## config.mk

```make
export PLATFORM = sky130hd
export DESIGN_NAME = fifo_push_arbiter
export DESIGN_NICKNAME = d
export VERILOG_FILES = /design/src/rtl/fifo_arb_pkg.sv /design/src/rtl/fifo_push_arbiter_rr_picker.sv /design/src/rtl/fifo_push_arbiter.sv
export SDC_FILE = /design/constraint.sdc
export NUM_CORES = 1
export LEC_CHECK = 0
export ABC_AREA = 1
export ABC_CLOCK_PERIOD_IN_PS = 5100
export CAP_MARGIN = 30
export CORE_MARGIN = 1
export CORE_UTILIZATION = 44
export DETAILED_ROUTE_END_ITERATION = 8
export HOLD_SLACK_MARGIN = 0.15
export PLACE_DENSITY = 0.87
export SLEW_MARGIN = 10
export SYNTH_ARGS = -nofsm -noshare
export SYNTH_HDL_FRONTEND = slang
export SYNTH_SLANG_ARGS = --single-unit
export TNS_END_PERCENT = 50
```

## constraint.sdc

```tcl
create_clock -name wclk -period 5.1 [get_ports wclk]
set_clock_uncertainty 0.1 [all_clocks]
set_input_delay 1.53 -clock wclk [delete_from_list [all_inputs] [get_ports wclk]]
set_output_delay 1.53 -clock wclk [all_outputs]
set_load 0.05 [all_outputs]
```

## src/rtl/fifo_arb_pkg.sv

```systemverilog
// Shared types for the FIFO write-side push arbiter.
// Arbiter state encoding and index-width helper.
package fifo_arb_pkg;

  typedef enum logic {
    ARB_IDLE,
    ARB_BURST
  } arb_state_t;

  function automatic int ARB_IDW(input int n);
    return $clog2(n);
  endfunction

endpackage

```

## src/rtl/fifo_push_arbiter_rr_picker.sv

```systemverilog
// Rotate-priority encoder: first set request at or after base.
// Scan wraps modulo NREQ; idx falls back to base when nothing is set.
module rr_picker
  import fifo_arb_pkg::*;
#(
  parameter int NREQ = 4
) (
  input  logic [NREQ-1:0]          req,
  input  logic [ARB_IDW(NREQ)-1:0] base,
  output logic [ARB_IDW(NREQ)-1:0] idx,
  output logic                     any
);

  localparam int IW = ARB_IDW(NREQ);

  logic [IW:0] pos;

  // Walk from the farthest slot back to base so the nearest request wins.
  always_comb begin
    idx = base;
    any = 1'b0;
    pos = '0;
    for (int k = NREQ - 1; k >= 0; k--) begin
      pos = {1'b0, base} + (IW + 1)'(k);
      if (pos >= (IW + 1)'(NREQ)) begin
        pos = pos - (IW + 1)'(NREQ);
      end
      if (req[pos[IW-1:0]]) begin
        idx = pos[IW-1:0];
        any = 1'b1;
      end
    end
  end

endmodule

```

## src/rtl/fifo_push_arbiter.sv

```systemverilog
// Round-robin arbiter sharing one FIFO push port among NREQ requesters.
// Grants bounded bursts and never pushes while the FIFO is full.
module fifo_push_arbiter
  import fifo_arb_pkg::*;
#(
  parameter int NREQ      = 4,
  parameter int DW        = 8,
  parameter int MAX_BURST = 2
) (
  input  logic                     wclk,
  input  logic                     reset_w_n,
  input  logic [NREQ-1:0]          req_valid,
  input  logic [NREQ*DW-1:0]       req_data,
  output logic [NREQ-1:0]          req_ready,
  input  logic                     full,
  output logic                     push,
  output logic [DW-1:0]            wdata,
  output logic [ARB_IDW(NREQ)-1:0] grant_id,
  output logic                     busy
);

  localparam int IW = ARB_IDW(NREQ);
  localparam int CW = $clog2(MAX_BURST + 1);

  localparam logic [CW-1:0] CNT_ONE = CW'(1);
  localparam logic [CW-1:0] CNT_MAX = CW'(MAX_BURST);
  localparam logic [IW-1:0] ID_LAST = IW'(NREQ - 1);

  arb_state_t    state;
  logic [IW-1:0] ptr;
  logic [IW-1:0] owner;
  logic [CW-1:0] burst_cnt;

  logic [IW-1:0] pick_idx;
  logic          pick_any;
  logic [IW-1:0] sel;
  logic          sel_vld;
  logic [CW-1:0] cnt_inc;

  function automatic logic [IW-1:0] nxt_id(input logic [IW-1:0] x);
    return (x == ID_LAST) ? '0 : x + IW'(1);
  endfunction

  rr_picker #(
    .NREQ (NREQ)
  ) u_pick (
    .req  (req_valid),
    .base (ptr),
    .idx  (pick_idx),
    .any  (pick_any)
  );

  // Burst owner is locked; otherwise the rotating scan decides.
  always_comb begin
    sel     = pick_idx;
    sel_vld = pick_any;
    if (state == ARB_BURST) begin
      sel     = owner;
      sel_vld = req_valid[owner];
    end
  end

  assign cnt_inc = burst_cnt + CNT_ONE;

  // Handshake outputs are forced quiet while reset is held.
  always_comb begin
    req_ready = '0;
    push      = reset_w_n & sel_vld & ~full;
    grant_id  = reset_w_n ? sel : '0;
    req_ready[sel] = reset_w_n & ~full;
  end

  assign wdata = req_data[grant_id*DW +: DW];
  assign busy  = (state == ARB_BURST);

  // Arbiter FSM: open bursts on a push, close on quota or owner drop.
  always_ff @(posedge wclk or negedge reset_w_n) begin
    if (!reset_w_n) begin
      state     <= ARB_IDLE;
      ptr       <= '0;
      owner     <= '0;
      burst_cnt <= '0;
    end else begin
      unique case (state)
        ARB_IDLE: begin
          if (push) begin
            if (MAX_BURST == 1) begin
              ptr <= nxt_id(sel);
            end else begin
              owner     <= sel;
              burst_cnt <= CNT_ONE;
              state     <= ARB_BURST;
            end
          end
        end
        ARB_BURST: begin
          if (!req_valid[owner]) begin
            state     <= ARB_IDLE;
            ptr       <= nxt_id(owner);
            burst_cnt <= '0;
          end else if (!full) begin
            if (cnt_inc == CNT_MAX) begin
              state     <= ARB_IDLE;
              ptr       <= nxt_id(owner);
              burst_cnt <= '0;
            end else begin
              burst_cnt <= cnt_inc;
            end
          end
        end
        default: begin
          state <= ARB_IDLE;
        end
      endcase
    end
  end

endmodule

```

==> Word-level counts from Yosys, hierarchy flattened <==
Cells that the tools add are included.
{ "op_classes": {"order_cmp": 11, "n_mux": 41, "shift": 1, "reduce_logical": 4, "add_sub_neg": 9, "n_eq_ne": 6, "bitwise_logic": 6} }
{ "op_table": {"columns": ["cell", "n"], "rows": [
  ["2-bit 2-to-1 mux", 18],
  ["32-bit by 6-bit variable part select with 8-bit output", 1],
  ["2-bit by 3-bit less-than comparator with 1-bit output, second input constant", 6],
  ["1-bit 2-to-1 mux", 15],
  ["1-bit binary-select mux with 2-bit select", 5],
  ["3-bit greater-or-equal comparator, second input constant", 3],
  ["2-bit by 1-bit subtractor with 2-bit output, second input constant", 4],
  ["2-bit by 2-bit adder with 3-bit output, second input constant", 2],
  ["2-bit by 1-bit adder with 2-bit output, second input constant", 2],
  ["4-bit AND", 1],
  ["2-bit == test, second input constant", 2],
  ["2-bit != test, second input constant", 2],
  ["2-bit case mux with 2 select lines", 1],
  ["2-bit AND reduction", 2],
  ["2-bit by 1-bit adder with 3-bit output, second input constant", 1],
  ["1-bit AND", 3],
  ["2-bit by 3-bit greater-or-equal comparator with 1-bit output, second input constant", 1],
  ["3-bit != test, second input constant", 1],
  ["3-bit AND reduction", 1],
  ["1-bit demux with 2-bit select", 1],
  ["2-bit by 1-bit greater-or-equal comparator with 1-bit output, second input constant", 1],
  ["2-bit by 1-bit != test with 1-bit output, second input constant", 1],
  ["1-bit inverter", 2],
  ["1-bit case mux with 2 select lines", 1],
  ["1-bit logical AND", 1]
]} }
{ "word_totals": {"elab_cells": 82, "output_inout_bits": 16, "regBits": 7, "in_bits": 39} }

==> Depth between registers and ports, before layout <==
{ "logic_depth": {"ltp_word": 15, "mapped_depth": 16, "ltp_nobuf": 14} }

==> Cells and area by module <==
From an unflattened synthesis, not the netlist that was laid out.
{ "hier_totals": {"hier_cells": 216, "hier_area_um2": 1112.3} }
{ "modules_own_cells": {"columns": ["mod", "area_each_um2", "n_inst", "seq_area_each_um2", "cells_each"], "rows": [
  ["fifo_push_arbiter", 878.3, 1, 175.2, 163],
  ["rr_picker", 234.0, 1, 0.0, 53]
]} }

==> Worst setup path after synthesis <==
Ideal clock, no wire load.
{ "synth_path": {"kind": "input to output", "from": "in req_valid[1]", "to": "out req_ready[1]", "path_slack_ps": 134, "t_required_ps": 3470, "n_path_buf": 0, "stages": 11, "t_arrival_ps": 3336, "path_cell_list": "inv_1 nand2_1 nand3_1 nand2_1 inv_2 nand2_1 nand2_2 nand3_2 nand3_4 nand2_1 nor3_1"} }
{ "synth_via": {"elab_chain_len": 12, "elab_cells_between_ends": 19, "cone_classes": "order compare (2); mux (15); bitwise (1); reduce/logical (1)"} }
{ "synth_lines": {"columns": ["element", "line", "source"], "rows": [
  ["from (decl)", "fifo_push_arbiter.sv:12", "input logic [NREQ-1:0] req_valid,"],
  ["1-bit binary-select mux with 2-bit select", "fifo_push_arbiter_rr_picker.sv:28", "if (req[pos[IW-1:0]]) begin"],
  ["1-bit 2-to-1 mux (implied by the code)", "fifo_push_arbiter_rr_picker.sv:28", null],
  ["2-bit 2-to-1 mux (3 in series)", "fifo_push_arbiter_rr_picker.sv:28", null],
  ["2-bit 2-to-1 mux *", "fifo_push_arbiter_rr_picker.sv:28", null],
  ["2-bit 2-to-1 mux *", "fifo_push_arbiter.sv:57", "if (state == ARB_BURST) begin"],
  ["2-bit by 3-bit less-than comparator with 1-bit output (implied by the code) or 2-bit by 1-bit greater-or-equal comparator with 1-bit output (tied branches)", "fifo_push_arbiter.sv:70", "req_ready[sel] = reset_w_n & ~full;"],
  ["1-bit logical AND (implied by the code)", "fifo_push_arbiter.sv:70", null],
  ["1-bit 2-to-1 mux (implied by the code)", "fifo_push_arbiter.sv:70", null],
  ["1-bit demux with 2-bit select *", "fifo_push_arbiter.sv:70", null],
  ["4-bit AND (no source line) *", null, null],
  ["to (decl)", "fifo_push_arbiter.sv:14", "output logic [NREQ-1:0] req_ready,"]
]} }
Every way passes the cells marked *; elsewhere a longest branch is shown, timed or not. The select of a mux whose other input is x is not followed.

==> Final worst setup path <==
{ "layout_path": {"from": "in req_valid[1]", "to": "out wdata[1]"} }
{ "layout_via": {"elab_chain_len": 9, "elab_cells_between_ends": 15, "cone_classes": "shift (1); mux (14)"} }
{ "layout_lines": {"columns": ["element", "line", "source"], "rows": [
  ["1-bit binary-select mux with 2-bit select", "fifo_push_arbiter_rr_picker.sv:28", null],
  ["1-bit 2-to-1 mux (implied by the code)", "fifo_push_arbiter_rr_picker.sv:28", null],
  ["2-bit 2-to-1 mux (3 in series)", "fifo_push_arbiter_rr_picker.sv:28", null],
  ["2-bit 2-to-1 mux *", "fifo_push_arbiter_rr_picker.sv:28", null],
  ["2-bit 2-to-1 mux *", "fifo_push_arbiter.sv:57", null],
  ["2-bit 2-to-1 mux *", "fifo_push_arbiter.sv:69", "grant_id = reset_w_n ? sel : '0;"],
  ["32-bit by 6-bit variable part select with 8-bit output *", "fifo_push_arbiter.sv:73", "assign wdata = req_data[grant_id*DW +: DW];"],
  ["to (decl)", "fifo_push_arbiter.sv:17", "output logic [DW-1:0] wdata,"]
]} }
Marks and branches as above.

==> impl_metrics.py <==
metrics = {
    "status": {
        "status": "completed",
    },
    "power_and_ir_drop": {
        "power_leakage_uw": 0.00110,
        "power.total_uw": 1600,
        "power_per_cell_area_mw_per_mm2": 792,
        "ir_worst_vdd_mv": 0.574,
    },
    "sta": {
        "slew_viol_final": 0,
        "rsz_0062_raised_after_global_routing": "no",
        "worst-slew-pin-transition_ns": 0.883,
        "final-setup-viol-count": 0,
        "max_slew_margin": 0.410,
        "period_needed_ns": 4.96,
        "timing.setup.tns_ns": 0,
        "max_freq_mhz": 202,
        "layout_worst_path_cycle_share": 0.973,
        "final_hold_fails": 0,
    },
    "floorplan": {
        "floorplan.io_pins": 55,
        "num_rows": 17,
        "effective_utilization_at_floorplan": 0.484,
        "design.die.area_mm2": 0.00273,
        "chipHeight_um": 52.3,
        "design.core.area_mm2": 0.00230,
        "die_w_um": 52.3,
    },
    "yosys": {
        "synth-warning-count": 0,
        "synth_top_cell_by_area": "sky130_fd_sc_hd__nand2_1",
        "yosys_register_bits": 7,
        "syn-cell-area_mm2": 0.00111,
        "netlist_top_cells_area": "sky130_fd_sc_hd__nand2_1, sky130_fd_sc_hd__dfrtp_1, sky130_fd_sc_hd__inv_1, sky130_fd_sc_hd__nand3_1, sky130_fd_sc_hd__nand4_1",
        "synthesis.nets": 244,
        "syn-mean-instance-area_um2": 5.45,
        "yosys.cell_types.count": 24,
        "synth_top_area_frac": 0.213,
        "ys_seq_area_frac": 0.157,
        "post_synth_inst_count": 204,
    },
    "critical_path": {
        "path_common_cell": "sky130_fd_sc_hd__nand2_2",
        "cp.required_ns": 3.47,
        "sequence_of_cells_on_the_critical_path": "dlymetal6s2s_1 > inv_2 > nand2_1 > nand3_1 > nand2_2 > inv_2 > nand2_1 > nand2_2 > nand2_2 > nand2_4 > nand3_4 > buf_6 > nand4_1 > nand3_1 > nand2_2 > buf_12",
        "slowest_delay_ns": 0.20,
        "worst_setup_path_end_kind": "primary output",
        "arrival_ns": 3.33,
        "timing.setup.critical_path_class": "in -> out",
        "largest_delay_share_family_worst_path": "simple AND/OR/NAND/NOR gates",
        "critPathSlowestCell": "sky130_fd_sc_hd__nand3_4",
        "timing.critical_path.fanout_max": 7,
        "worstPathBufferInverterCount": 5,
        "startpoint_types": "input pin",
    },
    "clock_tree": {
        "cts_tree": "built",
        "clock_insertion_delay_worst_skew_ns": 0.26,
        "tritoncts.num_buffers": 3,
        "clk_root_buffer_cell": "sky130_fd_sc_hd__clkbuf_4",
        "clock_tree.htree_level_count": 1,
        "cts_hold_repair.buffers": 0,
        "cts_max_path_buffers": 2,
        "clock_sinks": 7,
        "clock_slew_seen_by_the_registers_of_the_worst_setup_and_hold_paths_ns": 0.05,
    },
    "layout": {
        "fin_util": 0.879,
        "num_antenna_cells": 0,
        "seq_area_um2": 175,
        "finalNetCount": 308,
        "fillCellCount": 122,
        "multi_input_area_um2": 806,
        "area_delta_synth_final_pct": 81.6,
        "drive_gt1_frac": 0.258,
    },
    "drt": {
        "drt-total-wl_um": 4760,
        "met2_length_um": 2340,
        "route.layer.met1.wl_um": 1800,
        "initial_drc_count": 97,
        "dr.max_layer_used": "met4",
        "routed-wl-met3_um": 382,
        "detail_route.vias_per_cell": 5.71,
        "drc": 0,
        "route.antenna.remaining_nets": 0,
        "wl_per_cell_um": 16.1,
        "drt-pass1-iter-count": 4,
        "vias": 1683,
    },
    "min_path": {
        "worstHoldPathType": "reg -> reg",
    },
    "placed_design": {
        "place.port_buffers": 54,
        "dp.final_hpwl_um": 2730,
        "finalWeightedCongestion": 0.858,
    },
    "grt": {
        "grt_overflow": 0,
        "pin_count_of_the_biggest_net_entering_global_routing": 25,
        "grt_antenna_before_repair": 0,
        "number_of_global_route_vias_before_repair": 1356,
        "first_pass_grt_wire_length_um": 5730,
        "grt.total_usage": 0.276,
    },
    "run": {
        "cap_violations": 0,
    },
}
-- state kept, by name (all words and copies together), names as in the netlist --
signal and flops:
burst_cnt 2, busy 1, ptr 2, owner 2
-- cell usage in the layout (no fill, tap or decap) --
cell	netlist	final
sky130_fd_sc_hd__nand2_1	63	45
sky130_fd_sc_hd__nand3_1	24	22
sky130_fd_sc_hd__o22ai_1	1	1
sky130_fd_sc_hd__nand3_4	2	4
sky130_fd_sc_hd__inv_2	6	7
sky130_fd_sc_hd__nor3_2	0	1
sky130_fd_sc_hd__o21ai_0	7	7
sky130_fd_sc_hd__dlymetal6s2s_1	0	4
sky130_fd_sc_hd__buf_4	0	6
sky130_fd_sc_hd__inv_1	45	44
sky130_fd_sc_hd__a21oi_1	3	3
sky130_fd_sc_hd__nand2_2	4	21
sky130_fd_sc_hd__buf_12	0	15
sky130_fd_sc_hd__nand3_2	1	4
sky130_fd_sc_hd__dfrtp_1	7	7
sky130_fd_sc_hd__clkbuf_4	0	3
sky130_fd_sc_hd__o21ai_2	1	1
sky130_fd_sc_hd__nor2_8	1	1
sky130_fd_sc_hd__nor3_1	2	1
sky130_fd_sc_hd__and2_4	1	1
sky130_fd_sc_hd__clkdlybuf4s50_1	0	35
sky130_fd_sc_hd__nand4_1	17	17
sky130_fd_sc_hd__ha_1	1	1
sky130_fd_sc_hd__inv_4	1	1
sky130_fd_sc_hd__nor2_1	8	8
sky130_fd_sc_hd__o311ai_0	1	1
sky130_fd_sc_hd__nand2_4	0	1
sky130_fd_sc_hd__a21boi_0	1	1
sky130_fd_sc_hd__clkbuf_1	3	1
sky130_fd_sc_hd__buf_6	2	3
-- per-stage QoR --
step | cell area [µm²] | hold WS [ns] | cells | setup slack [ns]
floorplan | 1110 | 0.405 | 204 | 0.134
global placement | 1820 | 0.418 | 283 | 0.0856
detailed placement | 1820 | 0.425 | 283 | 0.00362
CTS | 1850 | 0.432 | 287 | 0.00282
global route | 2020 | 0.453 | 295 | 0.0189
finish | 2020 | 0.433 | 295 | 0.140
-- routing by layer --
| metal | vias to the layer above | track usage |
|---|---|---|
| met1 | 768 | 0.360 |
| met5 | - | 0 |
| met2 | 103 | 0.470 |
| li1 | 779 | - |
| met4 | 0 | 0.0658 |
| met3 | 33 | 0.0435 |
-- cells by family after synthesis --
logic type      after synthesis  share of synthesized area
buf+inv                      59                      0.217
fa+ha+maj                     1                     0.0112
flops                         7                      0.157
compound gates               14                     0.0731
simple gates                123                      0.541
-- path summary, 6_finish.rpt --
| kind | from | endpoint | slack [ns] | cells past startpoint |
|---|---|---|---|---|
| worst max-delay path | req_valid[1] | wdata[1] | 0.14 | 16 |
| worst min-delay path | burst_cnt[1] | burst_cnt[1] | 0.43 | 1 |
| worst max register to register | ptr[0] | burst_cnt[0] | 2.95 | 12 |
| worst min register to register | burst_cnt[1] | burst_cnt[1] | 0.43 | 1 |
| max in group asynchronous | reset_w_n | owner[0] | 3.06 | 2 |
| min in group asynchronous | reset_w_n | busy | 1.59 | 2 |
-- worst register-to-register path, delay by kind of cell (launching register included) --
kind,cells,cell delay [ns]
AND/OR/NAND/NOR,8,1.00
flip-flops,1,0.58
buffers and inverters,2,0.18
AO/OA/AOI/OAI,2,0.16
-- what timing repair did --
action,CTS,global route
setup buffers,0,4
gates resized for setup,0,33
endpoints found under the setup margin,0,13
endpoints found under the hold margin,0,0
-- Yosys cell counts --
master and count:
sky130_fd_sc_hd__nor2_1 8, sky130_fd_sc_hd__dfrtp_1 7, sky130_fd_sc_hd__nand4_1 17, sky130_fd_sc_hd__nand3_2 1
sky130_fd_sc_hd__ha_1 1, sky130_fd_sc_hd__o21ai_2 1, sky130_fd_sc_hd__nor2_8 1, sky130_fd_sc_hd__inv_4 1
sky130_fd_sc_hd__o22ai_1 1, sky130_fd_sc_hd__inv_2 6, sky130_fd_sc_hd__nand2_1 63, sky130_fd_sc_hd__nand2_2 4
sky130_fd_sc_hd__a21oi_1 3, sky130_fd_sc_hd__buf_6 2, sky130_fd_sc_hd__nand3_4 2, sky130_fd_sc_hd__a21boi_0 1
sky130_fd_sc_hd__clkbuf_1 3, sky130_fd_sc_hd__o311ai_0 1, sky130_fd_sc_hd__nor3_1 2, sky130_fd_sc_hd__buf_2 2
sky130_fd_sc_hd__o21ai_0 7, sky130_fd_sc_hd__nand3_1 24, sky130_fd_sc_hd__and2_4 1, sky130_fd_sc_hd__inv_1 45
-- power by group --
part / total (µW) / switching (µW) / leakage (µW) / internal, µW
logic: 1420 / 852 / 0.000998 / 570
clock network: 52.2 / 22.2 / 0.0000150 / 30.0
registers: 125 / 45.5 / 0.0000876 / 79.2
total: 1600 / 920 / 0.00110 / 679
-- area by class of cell --
type                            instances  share of cell area
Multi-Input combinational cell        141               0.399
Clock buffer                            4              0.0130
Timing Repair Buffer                   63               0.386
Sequential cell                         7              0.0867
Inverter                               52              0.0979
Tap cell                               28              0.0173
Power figures use the tool's default switching activity.
